`config.mk`:
```
export PLATFORM = sky130hd
export DESIGN_NAME = amiga_daug_dram_ctrl
export DESIGN_NICKNAME = d
export VERILOG_FILES = /design/src/rtl/amiga_daug_pkg.sv /design/src/rtl/amiga_daug_refresh_timer.sv /design/src/rtl/amiga_daug_dram_ctrl.sv
export SDC_FILE = /design/constraint.sdc
export NUM_CORES = 1
export LEC_CHECK = 0
export CORE_MARGIN = 4
export CORE_UTILIZATION = 52
export CTS_BUF_LIST = sky130_fd_sc_hd__clkbuf_8
export DETAILED_ROUTE_END_ITERATION = 6
export PLACE_DENSITY = 0.85
export SYNTH_ARGS = -nofsm -noshare
export SYNTH_HDL_FRONTEND = slang
export SYNTH_HIERARCHICAL = 1
export SYNTH_SLANG_ARGS = --single-unit
```
`constraint.sdc`:
```
create_clock -name i_clk -period 2.83 [get_ports i_clk]
set_input_delay 0.849 -clock i_clk [delete_from_list [all_inputs] [get_ports i_clk]]
set_output_delay 0.849 -clock i_clk [all_outputs]
set_load 0.02 [all_outputs]
```
`src/rtl/amiga_daug_pkg.sv`:
```
// Shared types and constants for the A1000 daughterboard DRAM controller.
// Holds the FSM state encoding, _CAS bit positions and the row/column address split.
package amiga_daug_pkg;

    typedef enum logic [2:0] {
        ST_IDLE = 3'd0,
        ST_ROW  = 3'd1,
        ST_COL  = 3'd2,
        ST_HOLD = 3'd3,
        ST_PRE  = 3'd4,
        ST_RCAS = 3'd5,
        ST_RRAS = 3'd6
    } state_t;

    localparam int CAS_B0_LO = 0;
    localparam int CAS_B0_HI = 1;
    localparam int CAS_B1_LO = 2;
    localparam int CAS_B1_HI = 3;

    localparam int ROW_LSB = 1;
    localparam int ROW_MSB = 8;
    localparam int COL_LSB = 9;
    localparam int COL_MSB = 16;

    // Only the addressed bank sees the data strobes; the other bank stays deselected.
    function automatic logic [3:0] cas_pattern(input logic bank, input logic uds_n,
                                               input logic lds_n);
        logic [3:0] p;
        p = 4'hF;
        if (bank) begin
            p[CAS_B1_HI] = uds_n;
            p[CAS_B1_LO] = lds_n;
        end else begin
            p[CAS_B0_HI] = uds_n;
            p[CAS_B0_LO] = lds_n;
        end
        return p;
    endfunction

endpackage

```
`src/rtl/amiga_daug_refresh_timer.sv`:
```
// Free-running refresh interval counter with a sticky request flag.
// The request is also raised during the wrap clock itself so a same-edge bus request loses.
module amiga_daug_refresh_timer #(
    parameter int REF_DIV = 110
) (
    input  logic i_clk,
    input  logic i_rst_n,
    input  logic i_clr,
    output logic o_req
);

    localparam int CW = $clog2(REF_DIV);

    logic [CW-1:0] r_cnt;
    logic          r_pending;
    logic          w_wrap;

    assign w_wrap = (r_cnt == CW'(REF_DIV - 1));

    always_ff @(posedge i_clk or negedge i_rst_n) begin
        if (!i_rst_n) begin
            r_cnt     <= '0;
            r_pending <= 1'b0;
        end else begin
            r_cnt     <= w_wrap ? '0 : r_cnt + 1'b1;
            r_pending <= w_wrap | (r_pending & ~i_clr);
        end
    end

    assign o_req = r_pending | w_wrap;

endmodule

```
`src/rtl/amiga_daug_dram_ctrl.sv`:
```
// DRAM timing controller for the A1000 daughterboard WOM: row/col mux, _RAS/_CAS,
// early write, buffer enables, _DTACK, CBR refresh and the write-protect latch.
module amiga_daug_dram_ctrl
    import amiga_daug_pkg::*;
#(
    parameter int T_RCD   = 2,
    parameter int T_RP    = 2,
    parameter int T_REF   = 2,
    parameter int REF_DIV = 110
) (
    input  logic        i_clk,
    input  logic        i_rst_n,
    input  logic        i_sel,
    input  logic        i_as_n,
    input  logic        i_uds_n,
    input  logic        i_lds_n,
    input  logic        i_prw,
    input  logic [17:1] i_a,
    input  logic        i_wp_set,
    output logic [7:0]  o_ma,
    output logic        o_ras_n,
    output logic [3:0]  o_cas_n,
    output logic        o_we_n,
    output logic        o_cdr_n,
    output logic        o_cdw_n,
    output logic        o_dtack_n,
    output logic        o_wpro,
    output logic [2:0]  o_dbg_state
);

    state_t      r_state, w_state;
    logic [2:0]  r_cnt, w_cnt;
    logic [7:0]  r_ma, w_ma;
    logic        r_ras_n, w_ras_n;
    logic [3:0]  r_cas_n, w_cas_n;
    logic        r_we_n, w_we_n;
    logic        r_cdr_n, w_cdr_n;
    logic        r_cdw_n, w_cdw_n;
    logic        r_dtack_n, w_dtack_n;
    logic        r_read, w_read;
    logic        r_wr_blk, w_wr_blk;
    logic        r_wpro;
    logic        w_req, w_ref_req, w_ref_clr;

    amiga_daug_refresh_timer #(.REF_DIV(REF_DIV)) u_refresh (
        .i_clk   (i_clk),
        .i_rst_n (i_rst_n),
        .i_clr   (w_ref_clr),
        .o_req   (w_ref_req)
    );

    assign w_req = i_sel & ~i_as_n & (~i_uds_n | ~i_lds_n);

    always_comb begin
        w_state   = r_state;
        w_cnt     = r_cnt;
        w_ma      = r_ma;
        w_ras_n   = r_ras_n;
        w_cas_n   = r_cas_n;
        w_we_n    = r_we_n;
        w_cdr_n   = r_cdr_n;
        w_cdw_n   = r_cdw_n;
        w_dtack_n = r_dtack_n;
        w_read    = r_read;
        w_wr_blk  = r_wr_blk;
        w_ref_clr = 1'b0;
        case (r_state)
            ST_IDLE: begin
                if (w_ref_req) begin
                    w_state = ST_RCAS;
                    w_cas_n = 4'h0;
                end else if (w_req) begin
                    w_state  = ST_ROW;
                    w_cnt    = '0;
                    w_ma     = i_a[ROW_MSB:ROW_LSB];
                    w_ras_n  = 1'b0;
                    w_read   = i_prw;
                    // Protection is frozen for the whole cycle at request time.
                    w_wr_blk = ~i_prw & r_wpro;
                    if (!i_prw) begin
                        w_cdw_n = 1'b0;
                        w_we_n  = r_wpro;
                    end
                end
            end
            ST_ROW: begin
                if (i_as_n) begin
                    w_state = ST_PRE;
                    w_cnt   = '0;
                    w_ras_n = 1'b1;
                    w_we_n  = 1'b1;
                    w_cdw_n = 1'b1;
                end else if (r_cnt == 3'(T_RCD - 1)) begin
                    w_state   = ST_COL;
                    w_ma      = i_a[COL_MSB:COL_LSB];
                    w_dtack_n = 1'b0;
                    w_cdr_n   = ~r_read;
                    if (!r_wr_blk) begin
                        w_cas_n = cas_pattern(i_a[17], i_uds_n, i_lds_n);
                    end
                end else begin
                    w_cnt = r_cnt + 3'd1;
                end
            end
            ST_COL: begin
                w_state = ST_HOLD;
            end
            ST_HOLD: begin
                if (i_as_n) begin
                    w_state   = ST_PRE;
                    w_cnt     = '0;
                    w_ras_n   = 1'b1;
                    w_cas_n   = 4'hF;
                    w_we_n    = 1'b1;
                    w_cdr_n   = 1'b1;
                    w_cdw_n   = 1'b1;
                    w_dtack_n = 1'b1;
                end else begin
                    w_cdr_n = ~r_read;
                end
            end
            ST_PRE: begin
                if (r_cnt == 3'(T_RP - 1)) begin
                    w_state = ST_IDLE;
                end else begin
                    w_cnt = r_cnt + 3'd1;
                end
            end
            ST_RCAS: begin
                w_state = ST_RRAS;
                w_cnt   = '0;
                w_ras_n = 1'b0;
            end
            ST_RRAS: begin
                if (r_cnt == 3'(T_REF - 1)) begin
                    w_state   = ST_PRE;
                    w_cnt     = '0;
                    w_ras_n   = 1'b1;
                    w_cas_n   = 4'hF;
                    w_ref_clr = 1'b1;
                end else begin
                    w_cnt = r_cnt + 3'd1;
                end
            end
            default: w_state = ST_IDLE;
        endcase
    end

    always_ff @(posedge i_clk or negedge i_rst_n) begin
        if (!i_rst_n) begin
            r_state   <= ST_IDLE;
            r_cnt     <= '0;
            r_ma      <= '0;
            r_ras_n   <= 1'b1;
            r_cas_n   <= 4'hF;
            r_we_n    <= 1'b1;
            r_cdr_n   <= 1'b1;
            r_cdw_n   <= 1'b1;
            r_dtack_n <= 1'b1;
            r_read    <= 1'b1;
            r_wr_blk  <= 1'b0;
            r_wpro    <= 1'b0;
        end else begin
            r_state   <= w_state;
            r_cnt     <= w_cnt;
            r_ma      <= w_ma;
            r_ras_n   <= w_ras_n;
            r_cas_n   <= w_cas_n;
            r_we_n    <= w_we_n;
            r_cdr_n   <= w_cdr_n;
            r_cdw_n   <= w_cdw_n;
            r_dtack_n <= w_dtack_n;
            r_read    <= w_read;
            r_wr_blk  <= w_wr_blk;
            r_wpro    <= r_wpro | i_wp_set;
        end
    end

    assign o_ma        = r_ma;
    assign o_ras_n     = r_ras_n;
    assign o_cas_n     = r_cas_n;
    assign o_we_n      = r_we_n;
    assign o_cdr_n     = r_cdr_n;
    assign o_cdw_n     = r_cdw_n;
    assign o_dtack_n   = r_dtack_n;
    assign o_wpro      = r_wpro;
    assign o_dbg_state = r_state;

endmodule

```
# ---- After elaboration in Yosys (flattened, before gate mapping)
# Cells that the tools add are included.
dict set report word_totals {
  register_bits 34
  in_bits 25
  output_inout_bits 21
  elab_cells 121
}
dict set report classes {
  addsub 2
  n_eq_ne 21
  n_mux 52
  bitwise 15
  n_reduce_logical 17
}
# cell n
set op_table {}
lappend op_table {{two-way mux 3 bit} 13}
lappend op_table {{two-way mux 8 bit} 4}
lappend op_table {{two-way mux 4 bit} 6}
lappend op_table {{one-hot mux 3 bit (7 select lines)} 1}
lappend op_table {{AND reduction 5 bit} 4}
lappend op_table {{!= test 2 bit (second input constant)} 9}
lappend op_table {{one-hot mux 3 bit (6 select lines)} 1}
lappend op_table {{two-way mux 1 bit} 17}
lappend op_table {{one-hot mux 4 bit (4 select lines)} 1}
lappend op_table {{one-hot mux 8 bit (2 select lines)} 1}
lappend op_table {{== test 3 bit (second input constant)} 3}
lappend op_table {{one-hot mux 1 bit (2 select lines)} 4}
lappend op_table {{AND reduction 4 bit} 2}
lappend op_table {{nonzero test 4 bit} 2}
lappend op_table {{adder 7 x 1 -> 7 bit (second input constant)} 1}
lappend op_table {{== test 7 bit (second input constant)} 1}
lappend op_table {{two-way mux 7 bit} 1}
lappend op_table {{NOT 1 bit} 7}
lappend op_table {{AND reduction 7 bit} 1}
lappend op_table {{== test 3 x 1 -> 1 bit (second input constant)} 2}
lappend op_table {{== test 3 x 2 -> 1 bit (second input constant)} 2}
lappend op_table {{AND reduction 3 bit} 2}
lappend op_table {{nonzero test 2 bit} 3}
lappend op_table {{nonzero test 6 bit} 1}
lappend op_table {{other kinds (10)} 18}

# ---- Depth between registers and ports, before layout
# Gate-level depths: netlist of the first run.
dict set report logic_depth {
  word_depth 6
  mapped_depth 9
  depth_no_buf 9
}

# ---- By module
# The synthesis of the first run kept the hierarchy.
# module n_inst cells_each area_each_um2 seq_area_each_um2
set modules_own_cells {}
lappend modules_own_cells {amiga_daug_dram_ctrl 1 153 1552.7 663.1}
lappend modules_own_cells {amiga_daug_refresh_timer 1 40 411.6 200.2}

# ---- Worst setup path before layout of the first run
# OpenSTA, ideal clock, no wires.
dict set report synth_path {
  path_type {flip-flop to flip-flop}
  startpoint {register u_refresh.r_cnt[0]}
  endpoint {register r_ma[0] (netlist: o_ma[0])}
  setup_time_ns 0.125
  arrival_time_ns 2.022
  required_ns 2.705
  slack_ns 0.683
  stages_incl_launch_ff 9
  n_path_buf 0
  period_less_slack_ns 2.147
  path_cell_list {dfrtp_1 > ha_1 > nand2_1 > nor4b_4 > or2_1 > or3_4 > nor4_4 > a31oi_4 > mux2_2}
}
dict set report synth_via {
  elab_chain_len 4
}
# element line_no
set synth_rtl {}
lappend synth_rtl {{start: declaration} amiga_daug_refresh_timer.sv:14} ;# logic [CW-1:0] r_cnt;
lappend synth_rtl {{start signal: assignment} amiga_daug_refresh_timer.sv:25} ;# r_cnt <= w_wrap ? '0 : r_cnt + 1'b1;
lappend synth_rtl {{== test 7 bit} amiga_daug_refresh_timer.sv:18} ;# assign w_wrap = (r_cnt == CW'(REF_DIV - 1));
lappend synth_rtl {{OR 1 bit} amiga_daug_refresh_timer.sv:30} ;# assign o_req = r_pending | w_wrap;
lappend synth_rtl {{via w_ref_req} amiga_daug_dram_ctrl.sv:43} ;# logic w_req, w_ref_req, w_ref_clr;
lappend synth_rtl {{!= test 2 bit (no source line)} --}
lappend synth_rtl {{AND reduction 5 bit (no source line)} --}
lappend synth_rtl {{end signal: assignment} amiga_daug_dram_ctrl.sv:166} ;# r_ma <= w_ma;
lappend synth_rtl {{end: declaration} amiga_daug_dram_ctrl.sv:33} ;# logic [7:0] r_ma, w_ma;
# The timed path passes the listed nets, and every way through them passes these cells.
# A chain may end at the register's enable or synchronous reset.

# ---- Final worst setup path of the first run
dict set report layout_path {
  startpoint {register r_state[2] (netlist: o_dbg_state[2])}
  endpoint {output port o_dbg_state[2]}
}
# element line_no
set layout_lines {}
lappend layout_lines {{start: declaration} amiga_daug_dram_ctrl.sv:31} ;# state_t r_state, w_state;
lappend layout_lines {{start signal: assignment} amiga_daug_dram_ctrl.sv:164} ;# r_state <= w_state;
lappend layout_lines {{end: declaration} amiga_daug_dram_ctrl.sv:28} ;# output logic [2:0] o_dbg_state
# No word-level cell between the ends.

==> results of run 1 <==
[cell type report]
type / instances / area, µm²
fillers: 284 / 1100
multi-input cells: 140 / 1010
flip-flops and latches: 34 / 863
repair buffers: 52 / 503
clock buffers: 6 / 82.6
well taps: 48 / 60.1
inverters: 9 / 33.8
clock inverters: 2 / 12.5
[registers in the layout (all words and copies together) (netlist names)]
name and flops:
o_ma 8, u_refresh/r_cnt 7, o_cas_n 4, o_dbg_state 3
r_cnt 3, o_cdr_n 1, o_cdw_n 1, o_dtack_n 1
o_ras_n 1, o_we_n 1, o_wpro 1, r_read 1
r_wr_blk 1, u_refresh/r_pending 1
[metrics by stage]
step           power [mW]  std cells
2_1_floorplan        1.62        193
3_3_place_gp         2.03        283
3_5_place_dp         2.06        283
4_1_cts              2.44        291
5_1_grt              2.57        291
6_report             2.42        291
[Yosys cell counts, types with 2 or more instances]
master     n  area share
dfrtp_1   24        0.31
mux2_2    21        0.12
nor2_1    20       0.038
nand2_1   13       0.025
o21ai_0   12       0.031
dfstp_2   10        0.13
a21oi_1    9       0.023
inv_1      9       0.017
nor2b_1    6       0.019
buf_2      5       0.013
ha_1       5       0.032
nand3_1    5       0.013
nand2b_1   4       0.013
o31ai_1    4       0.015
a211oi_1   3       0.011
a221o_1    3       0.015
a31oi_1    3      0.0096
nor3_1     3      0.0076
nor4_1     3      0.0096
a21boi_0   2      0.0076
a21o_1     2      0.0076
buf_4      2      0.0076
clkbuf_1   2      0.0038
o311ai_0   2      0.0089
xor2_1     2      0.0089
[power by group]
| group | switching [mW] | internal, mW |
|---|---|---|
| Sequential | 0.118 | 0.685 |
| Combinational | 0.638 | 0.604 |
| Clock | 0.176 | 0.195 |
| Total | 0.932 | 1.48 |
[worst max-delay path by stage]
stage                            start        endpoint
global placement                i_as_n      o_cas_n[2]
floorplan           u_refresh/r_cnt[0]         o_ma[0]
global route            o_dbg_state[2]  o_dbg_state[2]
detailed placement              i_as_n      o_cas_n[0]
finish                  o_dbg_state[2]  o_dbg_state[2]
CTS                     o_dbg_state[2]  o_dbg_state[2]
[cell families (layout without fill, tap and decap cells)]
kind of cell             count (synthesis)  count (layout)  share of synthesized area
flip-flops                              34              34                      0.439
multiplexers                            21              21                      0.120
buffers and inverters                   19              69                     0.0471
XOR/XNOR                                 3               3                     0.0134
AND/OR/NAND/NOR                         66              66                      0.190
AO/OA/AOI/OAI                           45              45                      0.158
adder cells (fa/ha/maj)                  5               5                     0.0318
[metal layers]
metal,up-vias,track usage,share of wire,wire length (µm)
li1,783,-,-,-
met1,739,0.210,0.43,1730
met2,53,0.291,0.48,1970
met3,8,0.0478,0.068,276
met4,0,0.0976,0.021,85
met5,-,0,0,0
[placed cells by master (no fill, tap or decap), types with 2 or more instances in the layout]
master / n
nand2b_1: 4
o21ai_0: 12
clkbuf_8: 6
a21boi_0: 2
inv_1: 9
buf_4: 7
nand2_1: 13
nor2_1: 20
xor2_1: 2
a211oi_1: 3
clkdlybuf4s50_1: 45
o311ai_0: 2
a31oi_1: 3
nor3_1: 3
nor4_1: 3
nand3_1: 5
a221o_1: 3
dfstp_2: 10
nor2b_1: 6
a21o_1: 2
mux2_2: 21
o31ai_1: 4
a21oi_1: 9
dfrtp_1: 24
ha_1: 5
==> results.txt, run 1 <==
----------------------------------------------------
[Layout]
  Syn-to-layout area delta ... 30.5%
  Inserted Diodes ... 0
  Utilization after layout ... 0.700
  Number of nets in the layout ... 272
  Ratio of cells with drive above 1 in the final layout ... 0.230
  Post-Layout Inst Area ... 2560 µm²

[Drt]
  Drt first-iter violations ... 120
  WL/cell ... 14.0 µm
  Number of vias per cell after detailed routing ... 5.44
  Number of iterations in the first detailed-routing pass ... 4
  Total length of routed wires ... 4.06 mm
  Antenna-violating nets left ... 0
  Residual DRC count ... 0
  Vias after detailed routing ... 1583

[Place]
  Port buffer count ... 45
  DP HPWL ... 3.05 mm
  Post-place instance area ... 2470 µm²
  Pre-CTS setup slack ... 0.193 ns
  Routability-driven placement congestion ratio ... 0.916

[Power and ir drop]
  Worst supply voltage drop on vdd ... 478 µV
  Cell leakage power ... 1.05 nW
  Ratio of total power to cell area ... 942 nW/µm²

[Worst setup path]
  Critical Path RT ... 1.98 ns
  Worst-case reg-to-reg path depth ... 8
  Reg-to-reg slack, setup ... 0.46 ns
  End of the worst register-to-register path ... o_ma[5]
  Launching point of the worst reg2reg path ... u_refresh/r_cnt[0]
  Slowest-stage cell, CP ... clkdlybuf4s50_1
  Highest net fanout along the worst path ... 19
  Logic depth of the worst setup path including buffers ... 1
  Critical path data arrival time ... 1.69 ns
  Critical path cell sequence ... clkdlybuf4s50_1
  Startpoint class of the critical path ... flop
  Largest delay contributor family on the critical path ... buffers and inverters
  Combined buffer and inverter count along the critical path ... 1
  Longest individual stage delay on the worst path ... 0.71 ns
  Type of destination of the critical path ... output pin
  CP Class ... flop to output pin

[Synthesis]
  Most common flop cell mapped by yosys ... dfrtp_1
  Avg Inst Size Synth ... 10.2 µm²
  Number of enable-type register cells in the synthesized netlist ... 0
  Proportion of register bits with asynchronous set or reset after synthesis ... 1.00
  Synthesized Nets ... 223
  Gate count of the mapped netlist ... 193
  Register area share after synthesis ... 0.439
  Yosys warns ... 6
  Area of the mapped netlist ... 1960 µm²
  Count of distinct cell types in the synthesized netlist ... 44
  Synthesis-stage register bit count ... 34

[Floorplan]
  Starting density of the core ... 0.537
  Number of core rows ... 22
  Vertical die dimension ... 69.5 µm
  Horiz. Die Dim ... 69.5 µm
  Area of the die ... 4820 µm²
  Area of the core ... 3660 µm²
  Boundary Pins ... 46

[CTS]
  Root Buffer Master ... clkbuf_8
  Post-CTS Hold Fix Bufs ... 0
  Clock tree from TritonCTS ... built
  Reg clk slew, reported paths ... 0.07 ns
  H-tree levels ... 2
  Total CTS buffers ... 5
  Setup fix buffers added after clock tree synthesis ... 0
  Count of clock tree sinks ... 34
  Clk buf depth ... 2
  Number of resized instances in the post-cts repair step ... 0
  Clock latency at the later pin of the worst-skew pair ... 0.29 ns

[Timing]
  Minimum clock period ... 2.54 ns
  Max frequency ... 0.394 GHz
  Final Hold Viols ... 0
  Setup repair after global routing missed its margin ... false
  Final critical-path setup slack ... 0.290 ns
  Worst Max-Slew Pin Slew ... 0.553 ns
  Number of failing setup endpoints in the final timing report ... 0
  Worst rel slew slack ... 0.627
  Min Hold Slack ... 0.494 ns
  Worst clock skew ... 0.00676 ns
  TNS Setup ... 0 ns
  Fin. max-slew vios ... 0
  Fin crit share ... 0.898

[Min path]
  Min-Delay Endpoint ... u_refresh/r_pending
  Hold Crit Class ... flop to flop
  Worst Hold Path Cells ... 1
  Origin of the worst min-delay path ... u_refresh/r_pending

[Global routing]
  Aggregate global routing overflow ... 0
  Pin count of the biggest net entering global routing ... 35
  Wire length of the first global-routing pass ... 7.04 mm
  Antenna violations before repair ... 0
  Total global routing track utilization ... 0.178
  Via count of the first global-routing pass ... 1614

[Run status]
  Run status ... finished, final reports clean

[Run]
  Number of max-cap violations ... 0

----------------------------------------------------
No activity file was read; power rests on OpenSTA's default activity.
==> run 2, diff against run 1 <==
- SYNTH_HIERARCHICAL: 1 -> default
==> run 2 against run 1 <==
  * Wire length grew 11%
  * Setup slack gained 0.21 ns
  * Register-to-register slack gained 0.30 ns
  * Combinational power grew 11%
  * Count of clock-buffer cells in the layout shrank 1
  * Flip-flop and latch count is the same
  * Clock power shrank 13%
  * Total power grew 4.3%
  * Hold slack gained 0.0091 ns
  * Synthesized area grew 1.4%
  * Final area grew 0.59%
  * Largest power group unchanged
  * Highest routed layer unchanged
==> results.txt, run 2 <==
----------------------------------------------------
[Run status]
  Run status ... finished, final reports clean (unchanged)

[Floorplan]
  Horiz. Die Dim ... 69.9 µm (was 69.5 µm)
  Boundary Pins ... 46 (unchanged)
  Vertical die dimension ... 69.9 µm (was 69.5 µm)
  Starting density of the core ... 0.540 (was 0.537)
  Area of the core ... 3690 µm² (was 3660 µm²)
  Number of core rows ... 22 (unchanged)
  Area of the die ... 4880 µm² (was 4820 µm²)

[Synthesis]
  Main area contributors after synthesis ... dfrtp_1 30%, dfstp_2 13%, mux2_4 6.0% (was dfrtp_1 31%, dfstp_2 13%, mux2_2 12%)
  Proportion of register bits with asynchronous set or reset after synthesis ... 1.00 (unchanged)
  Library cell occupying the most area in the post-synthesis netlist ... dfrtp_1 (unchanged)
  Gate count of the mapped netlist ... 187 (was 193)
  Count of distinct cell types in the synthesized netlist ... 56 (was 44)
  Synthesized Nets ... 217 (was 223)
  Register area share after synthesis ... 0.433 (was 0.439)
  Yosys warns ... 0 (was 6)
  Avg Inst Size Synth ... 10.7 µm² (was 10.2 µm²)
  Synthesis-stage register bit count ... 34 (unchanged)
  Most common flop cell mapped by yosys ... dfrtp_1 (unchanged)
  Synth top area share ... 0.302 (was 0.306)
  Number of enable-type register cells in the synthesized netlist ... 0 (unchanged)
  Most instantiated cells after synthesis ... 24 x dfrtp_1, 16 x a21oi_1, 16 x nor2_1 (was 24 x dfrtp_1, 21 x mux2_2, 20 x nor2_1)
  Area of the mapped netlist ... 1990 µm² (was 1960 µm²)
  Cell with the most instances after synthesis ... dfrtp_1 (unchanged)

[CTS]
  Clock latency at the later pin of the worst-skew pair ... 0.28 ns (was 0.29 ns)
  Root Buffer Master ... clkbuf_8 (unchanged)
  Post-CTS Hold Fix Bufs ... 0 (unchanged)
  H-tree levels ... 2 (unchanged)
  Reg clk slew, reported paths ... 0.07 ns (about the same)
  Number of resized instances in the post-cts repair step ... 0 (unchanged)
  Count of clock tree sinks ... 34 (unchanged)
  Setup fix buffers added after clock tree synthesis ... 0 (unchanged)
  Total CTS buffers ... 5 (unchanged)
  Clock tree from TritonCTS ... built (unchanged)
  Clk buf depth ... 2 (unchanged)

[Worst setup path]
  Startpoint class of the critical path ... flop (unchanged)
  Largest delay contributor family on the critical path ... buffers and inverters (unchanged)
  Worst-case reg-to-reg path depth ... 9 (was 8)
  End of the worst register-to-register path ... r_cnt[0] (was o_ma[5])
  CP Class ... flop to output pin (unchanged)
  Longest individual stage delay on the worst path ... 0.67 ns (was 0.71 ns)
  Type of destination of the critical path ... output pin (unchanged)
  Critical Path RT ... 1.98 ns (about the same)
  Combined buffer and inverter count along the critical path ... 1 (unchanged)
  Reg-to-reg slack, setup ... 0.76 ns (was 0.46 ns)
  Critical path cell sequence ... clkdlybuf4s50_1 (unchanged)
  Launching point of the worst reg2reg path ... r_cnt[1] (was u_refresh/r_cnt[0])
  Highest net fanout along the worst path ... 10 (was 19)
  Slowest-stage cell, CP ... clkdlybuf4s50_1 (unchanged)
  Critical path data arrival time ... 1.49 ns (was 1.69 ns)

[Power and ir drop]
  Ratio of total power to cell area ... 977 nW/µm² (was 942 nW/µm²)
  Worst supply voltage drop on vdd ... 526 µV (was 478 µV)
  Cell leakage power ... 1.02 nW (was 1.05 nW)

[Timing]
  Final critical-path setup slack ... 0.495 ns (was 0.290 ns)
  Worst rel slew slack ... 0.570 (was 0.627)
  Setup repair after global routing missed its margin ... false (unchanged)
  Fin. max-slew vios ... 0 (unchanged)
  Max frequency ... 0.428 GHz (was 0.394 GHz)
  TNS Setup ... 0 ns (unchanged)
  Fin crit share ... 0.825 (was 0.898)
  Final Hold Viols ... 0 (unchanged)
  Minimum clock period ... 2.33 ns (was 2.54 ns)
  Worst Max-Slew Pin Slew ... 0.644 ns (was 0.553 ns)
  Number of failing setup endpoints in the final timing report ... 0 (unchanged)
  Worst clock skew ... 0.00588 ns (was 0.00676 ns)

[Global routing]
  Total global routing track utilization ... 0.190 (was 0.178)
  Aggregate global routing overflow ... 0 (unchanged)
  Pin count of the biggest net entering global routing ... 35 (unchanged)
  Wire length of the first global-routing pass ... 7.51 mm (was 7.04 mm)
  Antenna violations before repair ... 0 (unchanged)
  Via count of the first global-routing pass ... 1619 (was 1614)

[Layout]
  Ratio of cells with drive above 1 in the final layout ... 0.207 (was 0.230)
  Number of flip-flops in the largest register ... 8 (unchanged)
  Syn-to-layout area delta ... 29.5% (was 30.5%)
  Final cell count without fillers ... 285 (was 291)
  Leading cell types in the layout, fill and taps excluded ... 45 x clkdlybuf4s50_1, 24 x dfrtp_1, 16 x nor2_1, 16 x a21oi_1 (was 45 x clkdlybuf4s50_1, 24 x dfrtp_1, 21 x mux2_2, 20 x nor2_1, 13 x nand2_1)
  Inserted Diodes ... 0 (unchanged)
  Most common cell after layout, fill and taps aside ... clkdlybuf4s50_1 (unchanged)
  Number of fillers in the final layout ... 286 (was 284)
  Number of nets in the layout ... 267 (was 272)

[Drt]
  Antenna-violating nets left ... 0 (unchanged)
  Total length of routed wires ... 4.50 mm (was 4.06 mm)
  WL/cell ... 15.8 µm (was 14.0 µm)
  Number of iterations in the first detailed-routing pass ... 4 (unchanged)
  Drt first-iter violations ... 113 (was 120)
  Residual DRC count ... 0 (unchanged)
  Vias after detailed routing ... 1656 (was 1583)
  Number of vias per cell after detailed routing ... 5.81 (was 5.44)

[Place]
  DP Cell Count ... 278 (was 283)
  Port buffer count ... 45 (unchanged)
  Pre-CTS setup slack ... 0.286 ns (was 0.193 ns)
  DP HPWL ... 3.33 mm (was 3.05 mm)
  Routability-driven placement congestion ratio ... 0.841 (was 0.916)

[Min path]
  Min-Delay Endpoint ... o_cas_n[3] (was u_refresh/r_pending)
  Hold Crit Class ... flop to flop (unchanged)
  Origin of the worst min-delay path ... o_cas_n[3] (was u_refresh/r_pending)
  Worst Hold Path Cells ... 1 (unchanged)

[Run]
  Number of max-cap violations ... 0 (unchanged)

----------------------------------------------------
## run 2: cell count changes in the layout (fill, tap and decap cells not counted), sizes merged, moves of 3 or more
cell	before	now
nand2	14	9
nor2	20	16
a221o	3	0
a21oi	9	16
mux2	21	16
a211oi	3	6
a2bb2oi	0	4
nor4	4	1
## run 2: cell type report
| class | count | area [µm²] | area share |
|---|---|---|---|
| Multi-Input combinational cell | 137 | 1050 | 0.407 |
| Sequential cell | 34 | 863 | 0.335 |
| Timing Repair Buffer | 52 | 503 | 0.195 |
| Clock buffer | 5 | 68.8 | 0.0267 |
| Tap cell | 48 | 60.1 | 0.0233 |
| Inverter | 7 | 26.3 | 0.0102 |
| Clock inverter | 2 | 7.51 | 0.00291 |
## run 2: worst max-delay path by stage
| stage | startpoint | end | slack [ns] | cells past startpoint |
|---|---|---|---|---|
| floorplan | i_as_n | o_ma[0] | 0.92 | 3 |
| global placement | i_as_n | o_cas_n[2] | 0.34 | 5 |
| detailed placement | i_as_n | o_cas_n[1] | 0.29 | 5 |
| CTS | o_dbg_state[0] | o_dbg_state[0] | 0.49 | 1 |
| global route | o_dbg_state[0] | o_dbg_state[0] | 0.44 | 1 |
| finish | o_dbg_state[0] | o_dbg_state[0] | 0.50 | 1 |
## run 2: power breakdown
group	switching (mW)	internal [mW]	total (mW)	leakage, nW
Combinational	0.705	0.673	1.38	0.576
Sequential	0.125	0.696	0.821	0.397
Clock	0.159	0.162	0.321	0.0466
## run 2: layer usage
layer,vias up,GRT usage,routed length (µm)
met5,-,0,0
met4,0,0.0638,92
met3,12,0.0633,364
met2,72,0.298,2100
met1,785,0.246,1940
li1,787,-,-
## run 2: through the flow
stage                     power [mW]  hold slack, ns  cell area (µm²)   util
after floorplan                 1.74           0.475             1990      -
after global placement          2.17           0.491             2500  0.678
after detailed placement        2.21           0.493             2500  0.678
after CTS                       2.54           0.504             2580  0.699
after global routing            2.69           0.517             2580  0.699
final                           2.52           0.504             2580  0.699
## run 2: logic make-up (layout without fill, tap and decap cells)
group | count (synthesis) | count (layout) | synth area share
DFF | 34 | 34 | 0.433
adders and majority gates | 5 | 5 | 0.0314
AOI/OAI and AO/OA | 56 | 56 | 0.205
muxes | 16 | 16 | 0.106
buffers and inverters | 16 | 66 | 0.0396
and+or+nand+nor | 55 | 55 | 0.163
xor gates and xnor gates | 5 | 5 | 0.0220
